===== config.mk =====
export PLATFORM = sky130hd
export DESIGN_NAME = pen_tracker
export DESIGN_NICKNAME = d
export VERILOG_FILES = /design/src/rtl/pen_tracker.sv
export SDC_FILE = /design/constraint.sdc
export NUM_CORES = 1
export LEC_CHECK = 0
export BUFFER_PORTS_ARGS = -buffer_cell sky130_fd_sc_hd__buf_4
export CAP_MARGIN = 0
export CORE_MARGIN = 5
export CORE_UTILIZATION = 61
export DETAILED_ROUTE_END_ITERATION = 16
export GPL_TIMING_DRIVEN = 0
export PLACE_DENSITY_LB_ADDON = 0.2
export SYNTH_ARGS = -nofsm -noshare
export SYNTH_HDL_FRONTEND = slang
export SYNTH_SLANG_ARGS = --single-unit

===== constraint.sdc =====
create_clock -name clk -period 9.29 [get_ports clk]
set_clock_uncertainty 0.05 [all_clocks]
set_input_delay 0.929 -clock clk [delete_from_list [all_inputs] [get_ports clk]]
set_output_delay 0.929 -clock clk [all_outputs]
set_load 0.01 [all_outputs]

===== src/rtl/pen_tracker.sv =====
// pen_tracker: conditions raw IR-camera blob coordinates for display.
// Rejects "no blob" samples, debounces pen presence, smooths each axis with
// a moving average and scales camera space (1024x768) to VGA (640x480).
// Two register stages: FSM/history/sum, then scaled output.
module pen_tracker #(
  parameter int          AVG_LOG2 = 2,
  parameter int          DEBOUNCE = 3,
  parameter logic [9:0]  MISSING  = 10'd1023
) (
  input  logic       clk,
  input  logic       reset,
  input  logic [9:0] cam_x,
  input  logic [9:0] cam_y,
  input  logic       cam_valid,
  output logic [9:0] pix_x,
  output logic [9:0] pix_y,
  output logic       pix_valid,
  output logic       pen_down
);

  localparam int         DEPTH = 1 << AVG_LOG2;
  localparam int         SW    = 10 + AVG_LOG2;
  localparam int         PW    = AVG_LOG2;
  localparam logic [3:0] DEB   = 4'(DEBOUNCE);

  typedef enum logic [1:0] {
    IDLE,
    ARMING,
    DRAWING,
    RELEASING
  } state_e;

  // Stage 1 state
  state_e          state_q, state_d;
  logic [3:0]      cnt_q, cnt_d;
  logic [9:0]      hist_x_q [DEPTH];
  logic [9:0]      hist_x_d [DEPTH];
  logic [9:0]      hist_y_q [DEPTH];
  logic [9:0]      hist_y_d [DEPTH];
  logic [PW-1:0]   ptr_q, ptr_d;
  logic [SW-1:0]   sum_x_q, sum_x_d;
  logic [SW-1:0]   sum_y_q, sum_y_d;
  logic            emit_q, emit_d;

  // Stage 2 state
  logic [9:0]      pix_x_q, pix_x_d;
  logic [9:0]      pix_y_q, pix_y_d;
  logic            pix_valid_q, pix_valid_d;
  logic            pen_down_q, pen_down_d;

  logic            present;
  logic            push;
  logic            load;
  logic [3:0]      cnt_inc;

  // Stage 1: classify the sample, advance the pen FSM, update history and sums
  always_comb begin
    state_d  = state_q;
    cnt_d    = cnt_q;
    hist_x_d = hist_x_q;
    hist_y_d = hist_y_q;
    ptr_d    = ptr_q;
    sum_x_d  = sum_x_q;
    sum_y_d  = sum_y_q;
    emit_d   = 1'b0;
    push     = 1'b0;
    load     = 1'b0;
    cnt_inc  = cnt_q + 4'd1;
    present  = (cam_x != MISSING) && (cam_y != MISSING) && (cam_y < 10'd768);

    if (cam_valid) begin
      unique case (state_q)
        IDLE: begin
          if (present) begin
            load = 1'b1;
            if (DEB == 4'd1) begin
              state_d = DRAWING;
              cnt_d   = '0;
              emit_d  = 1'b1;
            end else begin
              state_d = ARMING;
              cnt_d   = 4'd1;
            end
          end
        end
        ARMING: begin
          if (present) begin
            push = 1'b1;
            if (cnt_inc == DEB) begin
              state_d = DRAWING;
              cnt_d   = '0;
              emit_d  = 1'b1;
            end else begin
              cnt_d = cnt_inc;
            end
          end else begin
            state_d = IDLE;
            cnt_d   = '0;
          end
        end
        DRAWING: begin
          if (present) begin
            push   = 1'b1;
            emit_d = 1'b1;
          end else if (DEB == 4'd1) begin
            state_d = IDLE;
            cnt_d   = '0;
          end else begin
            state_d = RELEASING;
            cnt_d   = 4'd1;
          end
        end
        RELEASING: begin
          if (present) begin
            state_d = DRAWING;
            cnt_d   = '0;
            push    = 1'b1;
            emit_d  = 1'b1;
          end else if (cnt_inc == DEB) begin
            state_d = IDLE;
            cnt_d   = '0;
          end else begin
            cnt_d = cnt_inc;
          end
        end
        default: begin
          state_d = IDLE;
          cnt_d   = '0;
        end
      endcase
    end

    // A new stroke primes the whole window so the first output is the sample itself
    if (load) begin
      for (int unsigned i = 0; i < DEPTH; i++) begin
        hist_x_d[i] = cam_x;
        hist_y_d[i] = cam_y;
      end
      sum_x_d = SW'(cam_x) << AVG_LOG2;
      sum_y_d = SW'(cam_y) << AVG_LOG2;
    end else if (push) begin
      hist_x_d[ptr_q] = cam_x;
      hist_y_d[ptr_q] = cam_y;
      sum_x_d = sum_x_q - SW'(hist_x_q[ptr_q]) + SW'(cam_x);
      sum_y_d = sum_y_q - SW'(hist_y_q[ptr_q]) + SW'(cam_y);
      ptr_d   = ptr_q + PW'(1);
    end
  end

  // Stage 2: average, scale by 5/8, hold coordinates between strobes
  always_comb begin
    pix_x_d     = pix_x_q;
    pix_y_d     = pix_y_q;
    pix_valid_d = emit_q;
    pen_down_d  = (state_q == DRAWING) || (state_q == RELEASING);
    if (emit_q) begin
      pix_x_d = 10'((13'(sum_x_q >> AVG_LOG2) * 13'd5) >> 3);
      pix_y_d = 10'((13'(sum_y_q >> AVG_LOG2) * 13'd5) >> 3);
    end
  end

  // Register both stages; reset discards everything in flight
  always_ff @(posedge clk) begin
    if (reset) begin
      state_q     <= IDLE;
      cnt_q       <= '0;
      ptr_q       <= '0;
      sum_x_q     <= '0;
      sum_y_q     <= '0;
      emit_q      <= 1'b0;
      for (int unsigned i = 0; i < DEPTH; i++) begin
        hist_x_q[i] <= '0;
        hist_y_q[i] <= '0;
      end
      pix_x_q     <= '0;
      pix_y_q     <= '0;
      pix_valid_q <= 1'b0;
      pen_down_q  <= 1'b0;
    end else begin
      state_q     <= state_d;
      cnt_q       <= cnt_d;
      ptr_q       <= ptr_d;
      sum_x_q     <= sum_x_d;
      sum_y_q     <= sum_y_d;
      emit_q      <= emit_d;
      hist_x_q    <= hist_x_d;
      hist_y_q    <= hist_y_d;
      pix_x_q     <= pix_x_d;
      pix_y_q     <= pix_y_d;
      pix_valid_q <= pix_valid_d;
      pen_down_q  <= pen_down_d;
    end
  end

  assign pix_x     = pix_x_q;
  assign pix_y     = pix_y_q;
  assign pix_valid = pix_valid_q;
  assign pen_down  = pen_down_q;

endmodule


Word level (Yosys, flattened, before mapping)
Cells that the tools add are included.
W data, S select, Z words.
- bits in registers: 135
- output and inout bits: 22
- word-level logic and storage cells: 96
- add/subtract/negate cells: 6
- multiply operators: 2
- magnitude comparators: 3
- eq/ne operators: 10
- multiplexer cells: 39
- bitwise operators: 3
- reduce and logical (&&, ||, !) cells: 13
- operators with widths (cell ; number):
    $mux W40 ; 4
    $bwmux W40 ; 2
    $mux W10 ; 5
    $mux W12 ; 4
    $bmux W10 S2 ; 2
    $mul A10 B3 Y13 const B ; 2
    $add A12 B10 Y12 ; 2
    $sub A12 B10 Y12 ; 2
    $demux W10 S2 ; 1
    $mux W4 ; 5
    $ne A10 B10 Y1 const B ; 2
    $pmux W4 S4 ; 1
    $mux W2 ; 6
    $lt A10 B10 Y1 const B ; 1
    $pmux W2 S4 ; 1
    $mux W1 ; 7
    $ne A3 B3 Y1 const B ; 2
    $reduce_or A2 Y1 ; 3
    $reduce_and A5 Y1 ; 1
    $add A4 B1 Y4 const B ; 1
    $eq A2 B2 Y1 const B ; 2
    $eq A4 B2 Y1 const B ; 1
    $ne A2 B2 Y1 const B ; 2
    $ge A3 B3 Y1 const B ; 1
    13 further kinds ; 16

Depth between registers and ports, before layout
- depth after elaboration: 8
- depth in mapped cells: 11
- gate-level depth less buffers: 10

Least setup slack after synthesis
No wires, ideal clock.
- path kind: reg2reg
- start point: reg ptr_q[0]
- end point: reg sum_x_q[6]
- library setup time: 140 ps
- arrival time: 3276 ps
- data required time: 9100 ps
- setup slack: 5824 ps
- stages on the path, launching flop included: 11
- clock period less this slack: 3466 ps
- cells stage by stage: dfxtp_1 buf_2 mux4_2 fa_1 inv_1 fa_1 a21o_1 and4_1 or4_1 nand3_1 a221oi_1
- word-level cells in the longest chain between the ends: 8
- RTL lines (element ; line ; source):
    start, declared ; 40 ; logic [PW-1:0] ptr_q, ptr_d;
    start signal, assigned ; 182 ; ptr_q <= ptr_d;
    $not A2 Y3 (implied by the code) ; 144 ; sum_x_d = sum_x_q - SW'(hist_x_q[ptr_q]) + SW'(cam_x);
    $bmux W10 S2 ; 144 ;
    $mux W10 (implied by the code) (2 in a row) ; 144 ;
    $sub A12 B10 Y12 ; 144 ;
    $add A12 B10 Y12 ; 144 ;
    $mux W12 ; 141 ; end else if (push) begin
    $mux W12 ; 134 ; if (load) begin
    end signal, assigned ; 183 ; sum_x_q <= sum_x_d;
    end, declared ; 41 ; logic [SW-1:0] sum_x_q, sum_x_d;
Every way passes these cells. The select of a mux whose other input is x is not followed.
A chain may end at the register's enable or synchronous reset.

Final worst setup path
- start point: reg ptr_q[0]
- end point: reg sum_y_q[10]
- word-level cells in the longest chain between the ends: 8
- RTL lines (element ; line ; source):
    $not A2 Y3 (implied by the code) ; 145 ; sum_y_d = sum_y_q - SW'(hist_y_q[ptr_q]) + SW'(cam_y);
    $bmux W10 S2 ; 145 ;
    $mux W10 (implied by the code) (2 in a row) ; 145 ;
    $sub A12 B10 Y12 ; 145 ;
    $add A12 B10 Y12 ; 145 ;
    $mux W12 ; 141 ;
    $mux W12 ; 134 ;
    end signal, assigned ; 184 ; sum_y_q <= sum_y_d;
    end, declared ; 42 ; logic [SW-1:0] sum_y_q, sum_y_d;
Every way passes these cells. The select of a mux whose other input is x is not followed.

==> results.md <==
* Status: finished clean
* Dpl ws at 5.41 ns
* Tcrit/Tclk final at 0.421
* GPL Wtd Cong at 0.903
* Measured slew at the worst slew-check pin at 0.790 ns
* Synth Instances at 889
* Bufs and invs on worst path at 2
* Met2 Resource Use GR at 0.411
* Fraction of registers with async set/reset at 0
* Main flop type after synthesis: dfxtp_1
* Vias per cell at 5.89
* Final Non-Filler Cells at 1139
* Die X at 127 um
* Drt first-iter violations at 465
* Antenna violations before repair at 0
* Cell taking the most area after synthesis: dfxtp_1
* Port Buffers at 42
* First-pass GRT wire length at 33100 um
* Vias in the first global route at 6631
* WL per Instance at 17.7 um
* Slew headroom at 0.473
* CTS max path bufs at 2
* GR peak layer: met2
* CTS buffer count at 17
* Routed Antenna Nets at 0
* Worst Path Arrival at 4.19 ns
* Final-report max-slew violation count at 0
* Crit path max fanout at 10
* Syn. warnings at 0
* Die Ht at 127 um
* Max stage delay cell, worst path: mux4_2
* Met3 GRT Util at 0.0422
* DR pass1 iterations at 5
* Layout cell share with drive strength beyond 1 at 0.129
* CTS Sinks at 135
* PostCTS Resize Cnt at 0
* Critical path startpoint category: flip-flop
* Hold depth at 2
* DRT Wirelength at 20100 um
* Critical path depth in cells at 10
* TNS Setup at 0 ns
* RSZ-0062 raised after global routing: false
* Mapped cell area at 8380 um^2
* Max incr delay on CP at 0.60 ns
* Clk slew on worst S/H paths at 0.06 ns
* Fin. Hold Viols at 0
* Vias at 6713
* Starting Density at 0.628
* Area Overhead vs Synth at 12.8%
* Top post-synthesis cells by area: dfxtp_1, mux2i_1, ha_1, mux4_2, nor2_1
* Largest net degree at the start of global routing at 17
* Finished Cell Area at 9450 um^2
* Area fraction of the dominant cell type after synthesis at 0.322
* Synth Area per Inst at 9.43 um^2
* Placed instance area at 8920 um^2
* CP Cell Sequence: buf_2 -> mux4_2 -> fa_1 -> inv_1 -> fa_1 -> a21o_1 -> a221oi_1 -> o21ai_0 -> nor4bb_1 -> nor3_1
* Final Power at 1.71 mW
* Highest Clock Rate at 0.256 GHz
* Final hold slack at 0.404 ns
* Hold-fix buffers at CTS at 0
* Net Count, Synth at 994
* Diode count at 0
* Worst VDD drop at 0.135 mV
* DRC at 0
* Final core occ at 0.708
* Worst EP required at 9.57 ns
* Number of synthesized register bits at 135
* Crit path max-delay family: adder cells
* HP Class: flip-flop to flip-flop
* H-Tree Depth at 4
* Layout Nets at 1055
* Worst path most repeated cell: fa_1
* Postcts setup bufs at 0
* Cell count of the worst reg-to-reg path at 10
* Grt met1 use at 0.344
* Core area at 13300 um^2
* Register area share after synthesis at 0.322
* Boundary pin count at 45
* Number of synthesized flops with an enable pin at 0
* Post-route setup slack at 5.38 ns
* CTS root buf: clkbuf_16
* Row count at 42
* Pwr dens at 181 nW/um^2
* MaxCap Viol Count at 0
* Later-pin clock latency in the skew report at 0.42 ns
* Hpwl dp at 14500 um
* CTS tree: yes
* Inst Count DP at 1107
* Leakage power at 4.44 nW
* Final global-route overflow total at 0
* Die outline area at 16200 um^2
* Setup CP Type: flip-flop to flip-flop
* Final Critical Period at 3.91 ns
* CP endpoint kind: flip-flop
* Yosys cell types at 63
* Gr usage total at 0.258
* Final setup vio count at 0
[layout make-up]
class / instances / area (um^2)
Buffer: 47 / 327
Sequential cell: 135 / 2700
Fill cell: 1070 / 3890
Inverter: 95 / 357
Timing Repair Buffer: 42 / 315
Clock inverter: 11 / 75.1
Multi-Input combinational cell: 612 / 5000
Clock buffer: 21 / 460
Tap cell: 176 / 220
[synthesized netlist by cell type (all sizes together), types with 17 or more instances]
master	instances
ha	60
o21ai	31
buf	23
inv	95
nor2	119
a21oi	42
xnor2	17
clkbuf	24
dfxtp	135
mux4	20
mux2i	91
nand2	32
fa	22
[worst reg2reg max path: cells and delay by family (launching register included)]
family	cells	cell delay, ns
AO/OA/AOI/OAI	3	0.86
multiplexers	1	0.61
buffers and inverters	2	0.47
AND/OR/NAND/NOR	2	0.38
adder cells (fa/ha/maj)	2	0.97
flip-flops	1	0.49
[cell families after synthesis]
kind of cell	Yosys count	synth area share
simple gates	221	0.119
compound gates	172	0.145
buf+inv	142	0.0815
flops	135	0.322
mux	113	0.165
fa+ha+maj	82	0.142
xor+xnor	24	0.0251
[power breakdown]
| group | switching [mW] | internal [mW] | total, mW | leakage, nW |
|---|---|---|---|---|
| clock network | 0.256 | 0.355 | 0.611 | 0.263 |
| registers | 0.0225 | 0.611 | 0.634 | 1.10 |
| logic | 0.265 | 0.203 | 0.468 | 3.07 |
| total | 0.543 | 1.17 | 1.71 | 4.44 |
[placed cells by master, fill, tap and decap left out, types with 5 or more instances in the layout]
| cell type | count |
|---|---|
| mux2i_1 | 91 |
| a21o_1 | 14 |
| clkbuf_16 | 17 |
| a211oi_1 | 11 |
| fa_1 | 22 |
| nor2_1 | 118 |
| nand2b_1 | 6 |
| nor3_1 | 13 |
| ha_1 | 60 |
| and3_1 | 11 |
| o21bai_1 | 5 |
| o21a_1 | 5 |
| a221oi_1 | 8 |
| nand2_1 | 32 |
| xor2_1 | 7 |
| clkbuf_1 | 26 |
| o21ai_0 | 27 |
| a31oi_1 | 10 |
| xnor2_1 | 17 |
| mux4_2 | 20 |
| buf_4 | 42 |
| nand3_1 | 12 |
| clkinv_2 | 5 |
| buf_12 | 8 |
| o22ai_1 | 7 |
| a211o_1 | 6 |
| a21oi_1 | 42 |
| buf_2 | 10 |
| inv_1 | 95 |
| nor4_1 | 5 |
| dfxtp_1 | 135 |
| o211ai_1 | 6 |
[registers in the layout, indices dropped and copies added, names as in the netlist, named ones only]
name,count
hist_y_q,40
ptr_q,2
sum_y_q,12
emit_q,1
state_q,1
sum_x_q,12
pix_x,10
cnt_q,4
pen_down,1
hist_x_q,40
pix_y,10
pix_valid,1
[routing by layer]
layer / routed length, um / vias to the layer above
li1: - / 3251
met1: 8830 / 3174
met2: 9300 / 237
met3: 1360 / 51
met4: 657 / 0
met5: 0 / -
[worst paths after layout]
kind,startpoint,endpoint,slack (ns)
setup reg to reg,ptr_q[0],sum_y_q[10],5.38
hold / removal,sum_y_q[2],sum_y_q[2],0.40
hold reg to reg,sum_y_q[2],sum_y_q[2],0.40
setup / recovery,ptr_q[0],sum_y_q[10],5.38
Note: power is estimated with default switching activity, not from simulation.
